<file path="config.mk">
export PLATFORM = sky130hd
export DESIGN_NAME = instr_encoder
export DESIGN_NICKNAME = d
export VERILOG_FILES = /design/src/rtl/instr_encoder.sv
export SDC_FILE = /design/constraint.sdc
export NUM_CORES = 1
export LEC_CHECK = 0
export CAP_MARGIN = 5
export CORE_UTILIZATION = 30
export CTS_BUF_LIST = sky130_fd_sc_hd__clkbuf_16
export DETAILED_ROUTE_END_ITERATION = 6
export SLEW_MARGIN = 20
export SYNTH_ARGS = -nofsm -noshare
export SYNTH_HDL_FRONTEND = slang
export SYNTH_SLANG_ARGS = --single-unit
</file>
<file path="constraint.sdc">
create_clock -name CLK -period 5.73 [get_ports CLK]
set_input_delay 1.719 -clock CLK [delete_from_list [all_inputs] [get_ports CLK]]
set_output_delay 1.719 -clock CLK [all_outputs]
set_load 0.005 [all_outputs]
</file>
<file path="src/rtl/instr_encoder.sv">
// instr_encoder: field-level instruction requests -> 32-bit machine words,
// buffered in a small FIFO and streamed to memory at rising byte addresses.
// Ports: CLK/RESETn, clear (sync flush), in_valid/in_ready + request fields,
// wr_valid/wr_ready/wr_addr/wr_data to memory, err pulse, err/word counters.
module instr_encoder #(
  parameter int ADDR_W    = 10,
  parameter int BASE_ADDR = 0,
  parameter int DEPTH     = 2
) (
  input  logic              CLK,
  input  logic              RESETn,
  input  logic              clear,
  input  logic              in_valid,
  output logic              in_ready,
  input  logic [2:0]        in_class,
  input  logic [3:0]        cond,
  input  logic [3:0]        opcode,
  input  logic              s,
  input  logic              ld,
  input  logic              up,
  input  logic              fp_mul,
  input  logic [3:0]        rn,
  input  logic [3:0]        rd,
  input  logic [3:0]        rm,
  input  logic [3:0]        rs,
  input  logic [23:0]       imm,
  output logic              wr_valid,
  input  logic              wr_ready,
  output logic [ADDR_W-1:0] wr_addr,
  output logic [31:0]       wr_data,
  output logic              err,
  output logic [7:0]        err_count,
  output logic [15:0]       word_count
);

  localparam int PW = $clog2(DEPTH);
  localparam logic [ADDR_W-1:0] BASE = ADDR_W'(BASE_ADDR);

  typedef enum logic [2:0] {
    C_DPR = 3'd0,
    C_DPI = 3'd1,
    C_MEM = 3'd2,
    C_B   = 3'd3,
    C_MUL = 3'd4,
    C_DIV = 3'd5,
    C_FP  = 3'd6,
    C_RSV = 3'd7
  } cls_e;

  cls_e        cls;
  logic [31:0] word;
  logic        illegal;
  logic        dp_bad;
  logic        rd_pc;

  assign cls = cls_e'(in_class);
  // test/compare opcodes (1000-1011) only make sense with S set
  assign dp_bad = (opcode[3:2] == 2'b10) && !s;
  assign rd_pc  = (rd == 4'hF);

  always_comb begin
    word    = '0;
    illegal = 1'b0;
    unique case (cls)
      C_DPR: begin
        word = {cond, 2'b00, 1'b0, opcode, s, rn, rd,
                imm[4:0], imm[6:5], 1'b0, rm};
        illegal = dp_bad;
      end
      C_DPI: begin
        word = {cond, 2'b00, 1'b1, opcode, s, rn, rd, imm[11:0]};
        illegal = dp_bad;
      end
      C_MEM: begin
        word = {cond, 2'b01, 1'b0, 1'b1, up, 1'b0, 1'b0, ld,
                rn, rd, imm[11:0]};
      end
      C_B: begin
        word = {cond, 4'b1010, imm};
      end
      C_MUL: begin
        word = {cond, 7'b0, s, rd, 4'b0000, rs, 4'b1001, rm};
        illegal = rd_pc;
      end
      C_DIV: begin
        word = {cond, 2'b01, 6'b111111, rd, 4'hF, rs, 4'hF, rm};
        illegal = rd_pc;
      end
      C_FP: begin
        word = {cond, 4'b1110, 1'b0, 1'b0, 1'b1, ~fp_mul,
                rn, rd, 4'b0000, 4'b0000, rm};
      end
      C_RSV: begin
        illegal = 1'b1;
      end
    endcase
  end

  logic [31:0] mem [DEPTH];
  logic [PW:0] wp;
  logic [PW:0] rp;
  logic        empty;
  logic        full;
  logic        acc;
  logic        push;
  logic        pop;

  assign empty = (wp == rp);
  assign full  = (wp[PW] != rp[PW]) &&
                 (wp[PW-1:0] == rp[PW-1:0]);

  // no pass-through: a full FIFO refuses even if it pops this cycle
  assign in_ready = !full && !clear;
  assign acc      = in_valid && in_ready;
  assign push     = acc && !illegal;
  assign pop      = !empty && wr_ready && !clear;

  assign wr_valid = !empty;
  assign wr_data  = empty ? 32'd0 : mem[rp[PW-1:0]];

  always_ff @(posedge CLK or negedge RESETn) begin
    if (!RESETn) begin
      wp         <= '0;
      rp         <= '0;
      wr_addr    <= BASE;
      err        <= 1'b0;
      err_count  <= '0;
      word_count <= '0;
    end else if (clear) begin
      wp         <= '0;
      rp         <= '0;
      wr_addr    <= BASE;
      err        <= 1'b0;
      err_count  <= '0;
      word_count <= '0;
    end else begin
      if (push) begin
        wp <= wp + (PW+1)'(1);
      end
      if (pop) begin
        rp         <= rp + (PW+1)'(1);
        wr_addr    <= wr_addr + ADDR_W'(4);
        word_count <= word_count + 16'd1;
      end
      err <= acc && illegal;
      if (acc && illegal && (err_count != 8'hFF)) begin
        err_count <= err_count + 8'd1;
      end
    end
  end

  always_ff @(posedge CLK) begin
    if (push) begin
      mem[wp[PW-1:0]] <= word;
    end
  end

endmodule

</file>
==> impl_metrics.yaml, run 1 <==
outcome:
  status: "completed"
detailed_routing:
  drtIter0Drc: 160
  postRouteAntennaNets: 0
  via_per_inst: 4.95
  wl_per_cell_um: 15.9
  first_pass_iters: 4
  vias: 3939
  totalWireLength_um: 12600
  drc: 0
worst_hold_path:
  hold_class: "register to register"
  min-delay-start: "word_count[15]$_DFFE_PN0N_"
  min_path_cells: 2
setup_path:
  startpoint: "clear"
  r2r_end: "mem[1][25]$_DFFE_PP_"
  cp-start-kind: "primary input"
  reg2reg_depth: 4
  crit_chain: "clkdlybuf4s50_1, a21oi_1, clkdlybuf4s50_1"
  end_kind: "primary output"
  critPathMaxFanout: 2
  r2r-start: "wp[0]$_DFFE_PN0P_"
  cp_data_required_time_ns: 4.01
  path_class: "primary input to primary output"
  critPathArrivalTime_ns: 2.89
  worstSetupEndpoint: "in_ready"
  rrSetupSlack_ns: 3.29
  slowest_stage: "clkdlybuf4s50_1"
  slowest_delay_ns: 0.54
  crit_top_cell: "clkdlybuf4s50_1"
synth:
  synth_area_per_cell_um2: 10.9
  ys_seq_elements: 101
  synth-async-reset-ratio_pct: 36.6
  ys_types: 54
  ys_seq_area_share_pct: 56.7
  synth_edf_count: 64
  syn_inst: 459
  synth_warnings: 0
  synth_flop_cell: "edfxtp_1"
  syn_area_um2: 5020
power:
  powerDensity_nw_per_um2: 290
  swShare_pct: 25.7
  power_switching_w: 0.000510
  internal_power_w: 0.00147
  pwr-share-clk_pct: 35.0
  ir_drop_mv: 0.133
  p_seq_share_pct: 41.9
  leakagePower_nw: 2.47
  p_comb_share_pct: 23.1
die:
  die_y_um: 131
  coreArea_um2: 16100
  row_count: 46
  die_w_um: 131
  start_util_pct: 31.2
  dieArea_um2: 17300
  ios: 129
cts:
  clock_latency_ns: 0.34
  postCtsSetupBuffers: 0
  ctsResizeCount: 0
  cts_hold_buf: 0
  cts_made_buffers: 9
  cts_tree: "done"
  clkSinkCount: 101
  clk_pin_slew_ns: 0.07
  clockBufferDepth: 2
  cts_max_level: 3
  root_buffer: "clkbuf_16"
sta:
  clock_skew_ns: 0.00705
  final.period_utilization_pct: 80.5
  finalCriticalPeriod_ns: 4.61
  tightestPinTransition_ns: 1.00
  finalMaxSlewViolations: 0
  hold_viol: 0
  fmax_ghz: 0.217
  rsz0062_at_grt: "false"
  final.setup.tns_ns: 0
  setup_viol: 0
  slew_headroom_pct: 32.8
global_routing:
  busiest_layer: "met2"
  gr-usage-met2_pct: 24.6
  grt_max_degree: 39
  gr-usage-all-layers_pct: 15.1
  gr-usage-met1_pct: 19.2
  grt_pass1_vias: 3960
  grt-ovfl-total: 0
  grt.met3_usage_pct: 4.05
  grt_pass1_wl_um: 20500
  antenna_found_initial: 0
cells_and_area:
  final_nets: 638
  antenna_cells: 0
  syn_to_final_growth_pct: 36.3
  drive_gt1_share_pct: 5.86
  post-route-util_pct: 42.5
  nFillCells: 1541
placement:
  gp_congestion: 0.839
  hpwl_um: 8920
  io_buffers: 126
job:
  cap_violations: 0
-- per-layer routing --
layer  vias to the layer above  routed length (um)  part of all wire (%)
li1                       1874                   -                     -
met2                       165                5880                    47
met3                        13                 878                   7.0
met4                         0                 171                   1.4
met1                      1887                5690                    45
met5                         -                   0                     0
-- layout by cell type, fill, tap and decap left out, drive strengths merged, types with 5 or more instances in the layout --
cell,synthesis,routed
nor2,72,72
o21ai,21,21
clkbuf,15,9
mux2i,38,38
xnor2,10,10
nor3,6,6
a21oi,24,24
nand3,8,8
a211oi,6,6
inv,13,16
nand4,9,9
o22ai,6,6
and2,5,5
buf,14,8
clkdlybuf4s50,0,125
nor2b,11,11
dfrtp,37,37
edfxtp,64,64
nand2,28,28
xor2,20,20
-- layout make-up --
cell class                      count  area (um^2)  share of cell area, %
Multi-Input combinational cell    317         2030                   29.6
Inverter                           13         48.8                  0.713
Timing Repair Buffer              133         1310                   19.1
Clock buffer                        9          225                   3.29
Clock inverter                      7          115                   1.68
Tap cell                          216          270                   3.95
Sequential cell                   101         2850                   41.6
-- worst min path at each step --
stage                                       endpoint
final                     word_count[15]$_DFFE_PN0N_
after global routing      word_count[14]$_DFFE_PN0N_
after CTS                 word_count[15]$_DFFE_PN0N_
after detailed placement  word_count[15]$_DFFE_PN0N_
after global placement    word_count[15]$_DFFE_PN0N_
after floorplan                    wp[1]$_DFFE_PN0P_
-- cell usage after synthesis, drive strengths merged, types with 3 or more instances --
library cell / instances / share of area [%]
a2bb2oi: 4 / 0.70
inv: 13 / 0.97
or4: 3 / 0.45
clkbuf: 15 / 1.1
o211ai: 3 / 0.45
a21boi: 3 / 0.45
nand4: 9 / 1.1
nand2: 28 / 2.1
nor3: 6 / 0.70
o22ai: 6 / 0.75
edfxtp: 64 / 38
and2: 5 / 0.62
and3: 4 / 0.50
a22oi: 4 / 0.60
a211oi: 6 / 0.90
and4: 3 / 0.52
a21oi: 24 / 2.4
mux2i: 38 / 7.6
nor2: 72 / 5.4
nor2b: 11 / 1.4
o31ai: 3 / 0.45
dfrtp: 37 / 18
ha: 3 / 0.75
nand3: 8 / 0.80
o21ai: 21 / 2.4
xor2: 20 / 3.5
buf: 14 / 1.4
xnor2: 10 / 1.7
-- worst max-delay path, delay by kind of cell --
family | cells | cell delay (ns)
buffers and inverters | 2 | 0.99
AO/OA/AOI/OAI | 1 | 0.18
-- sequential cells by signal (all words and copies together), names as in the netlist --
register / cells
err_count: 8
err: 1
wp: 2
mem: 64
wr_addr: 8
rp: 2
word_count: 16
-- per-stage QoR --
step | area, um^2 | worst slack (ns) | std cells | total power (W) | hold WS (ns)
finish | 6840 | 1.12 | 796 | 0.00198 | 0.548
global route | 6840 | 1.10 | 796 | 0.00208 | 0.586
CTS | 6840 | 1.10 | 796 | 0.00201 | 0.554
detailed placement | 6500 | 1.10 | 780 | 0.00131 | 0.538
global placement | 6500 | 1.08 | 780 | 0.00131 | 0.521
floorplan | 5030 | 1.23 | 460 | 0.00106 | 0.508
-- logic make-up after synthesis --
kind of cell	synth area share [%]
flops	56.7
other cells	0.0747
compound gates	11.0
fa+ha+maj	0.747
simple gates	14.9
buf+inv	3.49
mux	7.80
xor+xnor	5.23
-- power groups by stage --
stage          combinational [W]  sequential, W  clock [W]
2_1_floorplan           0.000224       0.000841          0
3_3_place_gp            0.000465       0.000844          0
3_5_place_dp            0.000467       0.000846          0
4_1_cts                 0.000469       0.000830   0.000715
5_1_grt                 0.000504       0.000832   0.000742
6_report                0.000459       0.000830   0.000693
Power figures use the tool's default switching activity.
==> run 2: changes to the inputs <==
- clock period: 5.73 -> 4.2 ns (I/O delays scaled with it)
==> impl_metrics.yaml, run 2 (same netlist as run 1, synthesis figures left out) <==
global_routing:
  gr-usage-met2_pct: 24.0
  antenna_found_initial: 0
  grt_pass1_vias: 3836
  gr-usage-all-layers_pct: 15.2
  grt.met3_usage_pct: 3.90
  gr-usage-met1_pct: 20.6
  busiest_layer: "met2"
  grt_pass1_wl_um: 20400
  grt-ovfl-total: 0
  grt_max_degree: 38
sta:
  clock_skew_ns: 0.00709
  final.setup.tns_ns: 0
  tightestPinTransition_ns: 0.954
  hold_viol: 0
  setup_viol: 0
  final.period_utilization_pct: 88.7
  rsz0062_at_grt: "false"
  slew_headroom_pct: 35.9
  finalMaxSlewViolations: 0
  hold_slack_ns: 0.546
  fmax_ghz: 0.269
  finalCriticalPeriod_ns: 3.72
  fin_ws_ns: 0.476
die:
  row_count: 46
  die_y_um: 131
  ios: 129
  die_w_um: 131
  dieArea_um2: 17300
  coreArea_um2: 16100
  start_util_pct: 31.2
placement:
  gp_congestion: 0.802
  dp_slack_ns: 0.421
  io_buffers: 126
  hpwl_um: 9090
  detailed_place.area_um2: 6530
detailed_routing:
  wl_per_cell_um: 15.6
  totalWireLength_um: 12500
  vias: 3957
  via_per_inst: 4.95
  drc: 0
  first_pass_iters: 4
  drtIter0Drc: 188
  postRouteAntennaNets: 0
cells_and_area:
  final_nets: 642
  largest_register_ff_count: 64
  antenna_cells: 0
  drive_gt1_share_pct: 6.51
  fin_area_um2: 6830
  post-route-util_pct: 42.4
  area.sequential_um2: 2850
  syn_to_final_growth_pct: 36.0
  final_common_cell: "clkdlybuf4s50_1"
  multiInputGateArea_um2: 2030
  nFillCells: 1551
  layout_common_cells: "clkdlybuf4s50_1 (125), nor2_1 (71), edfxtp_1 (64)"
power:
  powerDensity_nw_per_um2: 380
  pwr-share-clk_pct: 32.1
  power_switching_w: 0.000702
  p_seq_share_pct: 43.6
  leakagePower_nw: 2.47
  ir_drop_mv: 0.199
  p_comb_share_pct: 24.3
  swShare_pct: 27.0
  internal_power_w: 0.00189
setup_path:
  crit_top_cell: "clkdlybuf4s50_1"
  path_class: "primary input to primary output"
  cp-start-kind: "primary input"
  cp_num_buf_inv: 2
  slowest_delay_ns: 0.54
  crit_chain: "clkdlybuf4s50_1, a21oi_1, clkdlybuf4s50_1"
  slowest_stage: "clkdlybuf4s50_1"
  cp_top_family: "buffers and inverters"
  critPathArrivalTime_ns: 2.46
  critPathMaxFanout: 3
  cp_data_required_time_ns: 2.94
  end_kind: "primary output"
cts:
  root_buffer: "clkbuf_16"
  clkSinkCount: 101
  clk_pin_slew_ns: 0.06
  ctsResizeCount: 0
  cts_max_level: 3
  cts_hold_buf: 0
  cts_tree: "done"
  clockBufferDepth: 2
  cts_made_buffers: 9
  postCtsSetupBuffers: 0
  clock_latency_ns: 0.35
job:
  cap_violations: 0
worst_hold_path:
  hold_class: "register to register"
outcome:
  status: "completed"
[run 2: worst min-delay path, cell delays in order (launching register included)]
cell	delay, ns
dfrtp_1	0.36
xor2_1	0.07
nor2_1	0.07
[run 2: routing by layer]
| metal | vias up | share of wire [%] |
|---|---|---|
| met1 | 1911 | 47 |
| met5 | - | 0 |
| met3 | 11 | 5.9 |
| met2 | 150 | 46 |
| met4 | 0 | 1.0 |
| li1 | 1885 | - |
[run 2: through the flow]
step                std cells  total power [W]
floorplan                 460          0.00145
CTS                       800          0.00263
detailed placement        784          0.00180
global placement          784          0.00179
finish                    800          0.00260
global route              800          0.00272
[run 2: path summary, 6_finish.rpt]
path	slack [ns]	start	to	depth (start not counted)
setup / recovery	0.48	clear	in_ready	3
setup reg to reg	1.68	wp[0]$_DFFE_PN0P_	mem[1][28]$_DFFE_PP_	4
max in group asynchronous	2.63	RESETn	rp[0]$_DFFE_PN0N_	1
min in group asynchronous	1.00	RESETn	err_count[4]$_DFFE_PN0P_	1
hold reg to reg	0.55	word_count[15]$_DFFE_PN0N_	word_count[15]$_DFFE_PN0N_	2
hold / removal	0.55	word_count[15]$_DFFE_PN0N_	word_count[15]$_DFFE_PN0N_	2
[run 2: area by class of cell]
type / count / share of cell area [%]
inverters: 13 / 0.714
clock buffers: 9 / 3.30
clock inverters: 7 / 1.08
multi-input cells: 317 / 29.7
well taps: 216 / 3.96
flip-flops and latches: 101 / 41.7
repair buffers: 137 / 19.6
[run 2: power by group through the flow]
| stage | Sequential, W | Combinational (W) | Clock [W] |
|---|---|---|---|
| 2_1_floorplan | 0.00115 | 0.000305 | 0 |
| 3_3_place_gp | 0.00115 | 0.000640 | 0 |
| 3_5_place_dp | 0.00115 | 0.000642 | 0 |
| 4_1_cts | 0.00113 | 0.000647 | 0.000853 |
| 5_1_grt | 0.00114 | 0.000693 | 0.000892 |
| 6_report | 0.00113 | 0.000631 | 0.000834 |
==> run 3: changes to the inputs <==
- CORE_MARGIN: not set -> 2
- CTS_BUF_LIST: sky130_fd_sc_hd__clkbuf_16 -> not set
- SLEW_MARGIN: 20 -> not set
==> impl_metrics.yaml, run 3 (same netlist as run 1, synthesis figures left out) <==
outcome:
  status: "completed"
sta:
  finalMaxSlewViolations: 0
  setup_viol: 0
  hold_viol: 0
  fin_ws_ns: 0.509
  finalCriticalPeriod_ns: 3.69
  final.setup.tns_ns: 0
  fmax_ghz: 0.271
  final.period_utilization_pct: 87.9
  clock_skew_ns: 0.00590
  slew_headroom_pct: 35.5
  tightestPinTransition_ns: 0.961
  rsz0062_at_grt: "false"
power:
  p_comb_share_pct: 24.0
  p_seq_share_pct: 43.2
  internal_power_w: 0.00194
  ir_drop_mv: 0.233
  swShare_pct: 25.9
  powerDensity_nw_per_um2: 383
  p_total_w: 0.00262
  pwr-share-clk_pct: 32.9
  power_switching_w: 0.000678
  leakagePower_nw: 2.46
cells_and_area:
  syn_to_final_growth_pct: 36.3
  post-route-util_pct: 41.6
  final_common_cell: "clkdlybuf4s50_1"
  area.sequential_um2: 2850
  multiInputGateArea_um2: 2030
  fin_area_um2: 6840
  final_nets: 641
  drive_gt1_share_pct: 6.36
  antenna_cells: 0
  nFillCells: 1568
  layout_common_cells: "clkdlybuf4s50_1 (124), nor2_1 (71), edfxtp_1 (64)"
  largest_register_ff_count: 64
detailed_routing:
  drc: 0
  via_per_inst: 4.90
  vias: 3928
  drtIter0Drc: 211
  wl_per_cell_um: 15.6
  postRouteAntennaNets: 0
  totalWireLength_um: 12500
  first_pass_iters: 4
global_routing:
  grt-ovfl-total: 0
  gr-usage-all-layers_pct: 14.2
  grt_pass1_wl_um: 19800
  antenna_found_initial: 0
  grt_max_degree: 39
  grt_pass1_vias: 3852
setup_path:
  critPathArrivalTime_ns: 2.43
  cp-start-kind: "primary input"
  critPathMaxFanout: 2
  rrSetupSlack_ns: 1.89
  path_class: "primary input to primary output"
  r2r-start: "rp[0]$_DFFE_PN0N_"
  cp_data_required_time_ns: 2.94
  r2r_end: "err_count[4]$_DFFE_PN0P_"
  end_kind: "primary output"
  reg2reg_depth: 6
die:
  die_y_um: 133
  coreArea_um2: 16500
  die_w_um: 133
  dieArea_um2: 17800
  row_count: 47
  ios: 129
  start_util_pct: 30.5
cts:
  clock_latency_ns: 0.34
  cts_max_level: 3
  ctsResizeCount: 0
  root_buffer: "clkbuf_16"
  clk_pin_slew_ns: 0.06
  postCtsSetupBuffers: 0
  cts_tree: "done"
  cts_made_buffers: 9
  cts_hold_buf: 0
  clockBufferDepth: 2
  clkSinkCount: 101
placement:
  detailed_place.area_um2: 6540
  gp_congestion: 0.840
  io_buffers: 126
  dp_slack_ns: 0.493
  hpwl_um: 9040
worst_hold_path:
  hold_class: "register to register"
  min_path_cells: 2
  min-delay-start: "word_count[15]$_DFFE_PN0N_"
  hold_end: "word_count[15]$_DFFE_PN0N_"
job:
  cap_violations: 0
-- run 3: worst max-delay path: stages --
cell and delay, ns:
clkdlybuf4s50_1 0.45, a21oi_1 0.18, clkdlybuf4s50_1 0.53
-- run 3: metal layers --
metal  part of all wire [%]  routed length, um  up-vias  track usage, %
met5                      0                  0        -               0
met4                    1.2                151        0            3.61
met2                     48               5960      150            23.7
li1                       -                  -     1886               -
met1                     44               5480     1879            18.1
met3                    7.3                913       13            4.41
-- run 3: final cells by class --
| cell class | instances | share of cell area (%) |
|---|---|---|
| Inverter | 13 | 0.713 |
| Clock inverter | 5 | 1.12 |
| Clock buffer | 10 | 3.35 |
| Multi-Input combinational cell | 317 | 29.6 |
| Tap cell | 220 | 4.02 |
| Timing Repair Buffer | 136 | 19.6 |
| Sequential cell | 101 | 41.6 |
-- run 3: through the flow --
stage	instances	hold WS, ns
after floorplan	460	0.508
after global placement	787	0.521
after detailed placement	787	0.530
after CTS	802	0.548
after global routing	802	0.598
final	802	0.542
-- run 3: how the worst max path moves through the flow --
stage | from | to
2_1_floorplan | in_class[1] | mem[0][0]$_DFFE_PP_
3_3_place_gp | clear | in_ready
3_5_place_dp | clear | in_ready
4_1_cts | wp[0]$_DFFE_PN0P_ | wr_valid
5_1_grt | wp[0]$_DFFE_PN0P_ | wr_valid
6_report | clear | in_ready
-- run 3: power by group through the flow --
stage / Sequential (W) / Clock, W / Combinational (W)
2_1_floorplan: 0.00115 / 0 / 0.000305
3_3_place_gp: 0.00115 / 0 / 0.000634
3_5_place_dp: 0.00115 / 0 / 0.000638
4_1_cts: 0.00113 / 0.000883 / 0.000641
5_1_grt: 0.00114 / 0.000926 / 0.000687
6_report: 0.00113 / 0.000862 / 0.000628
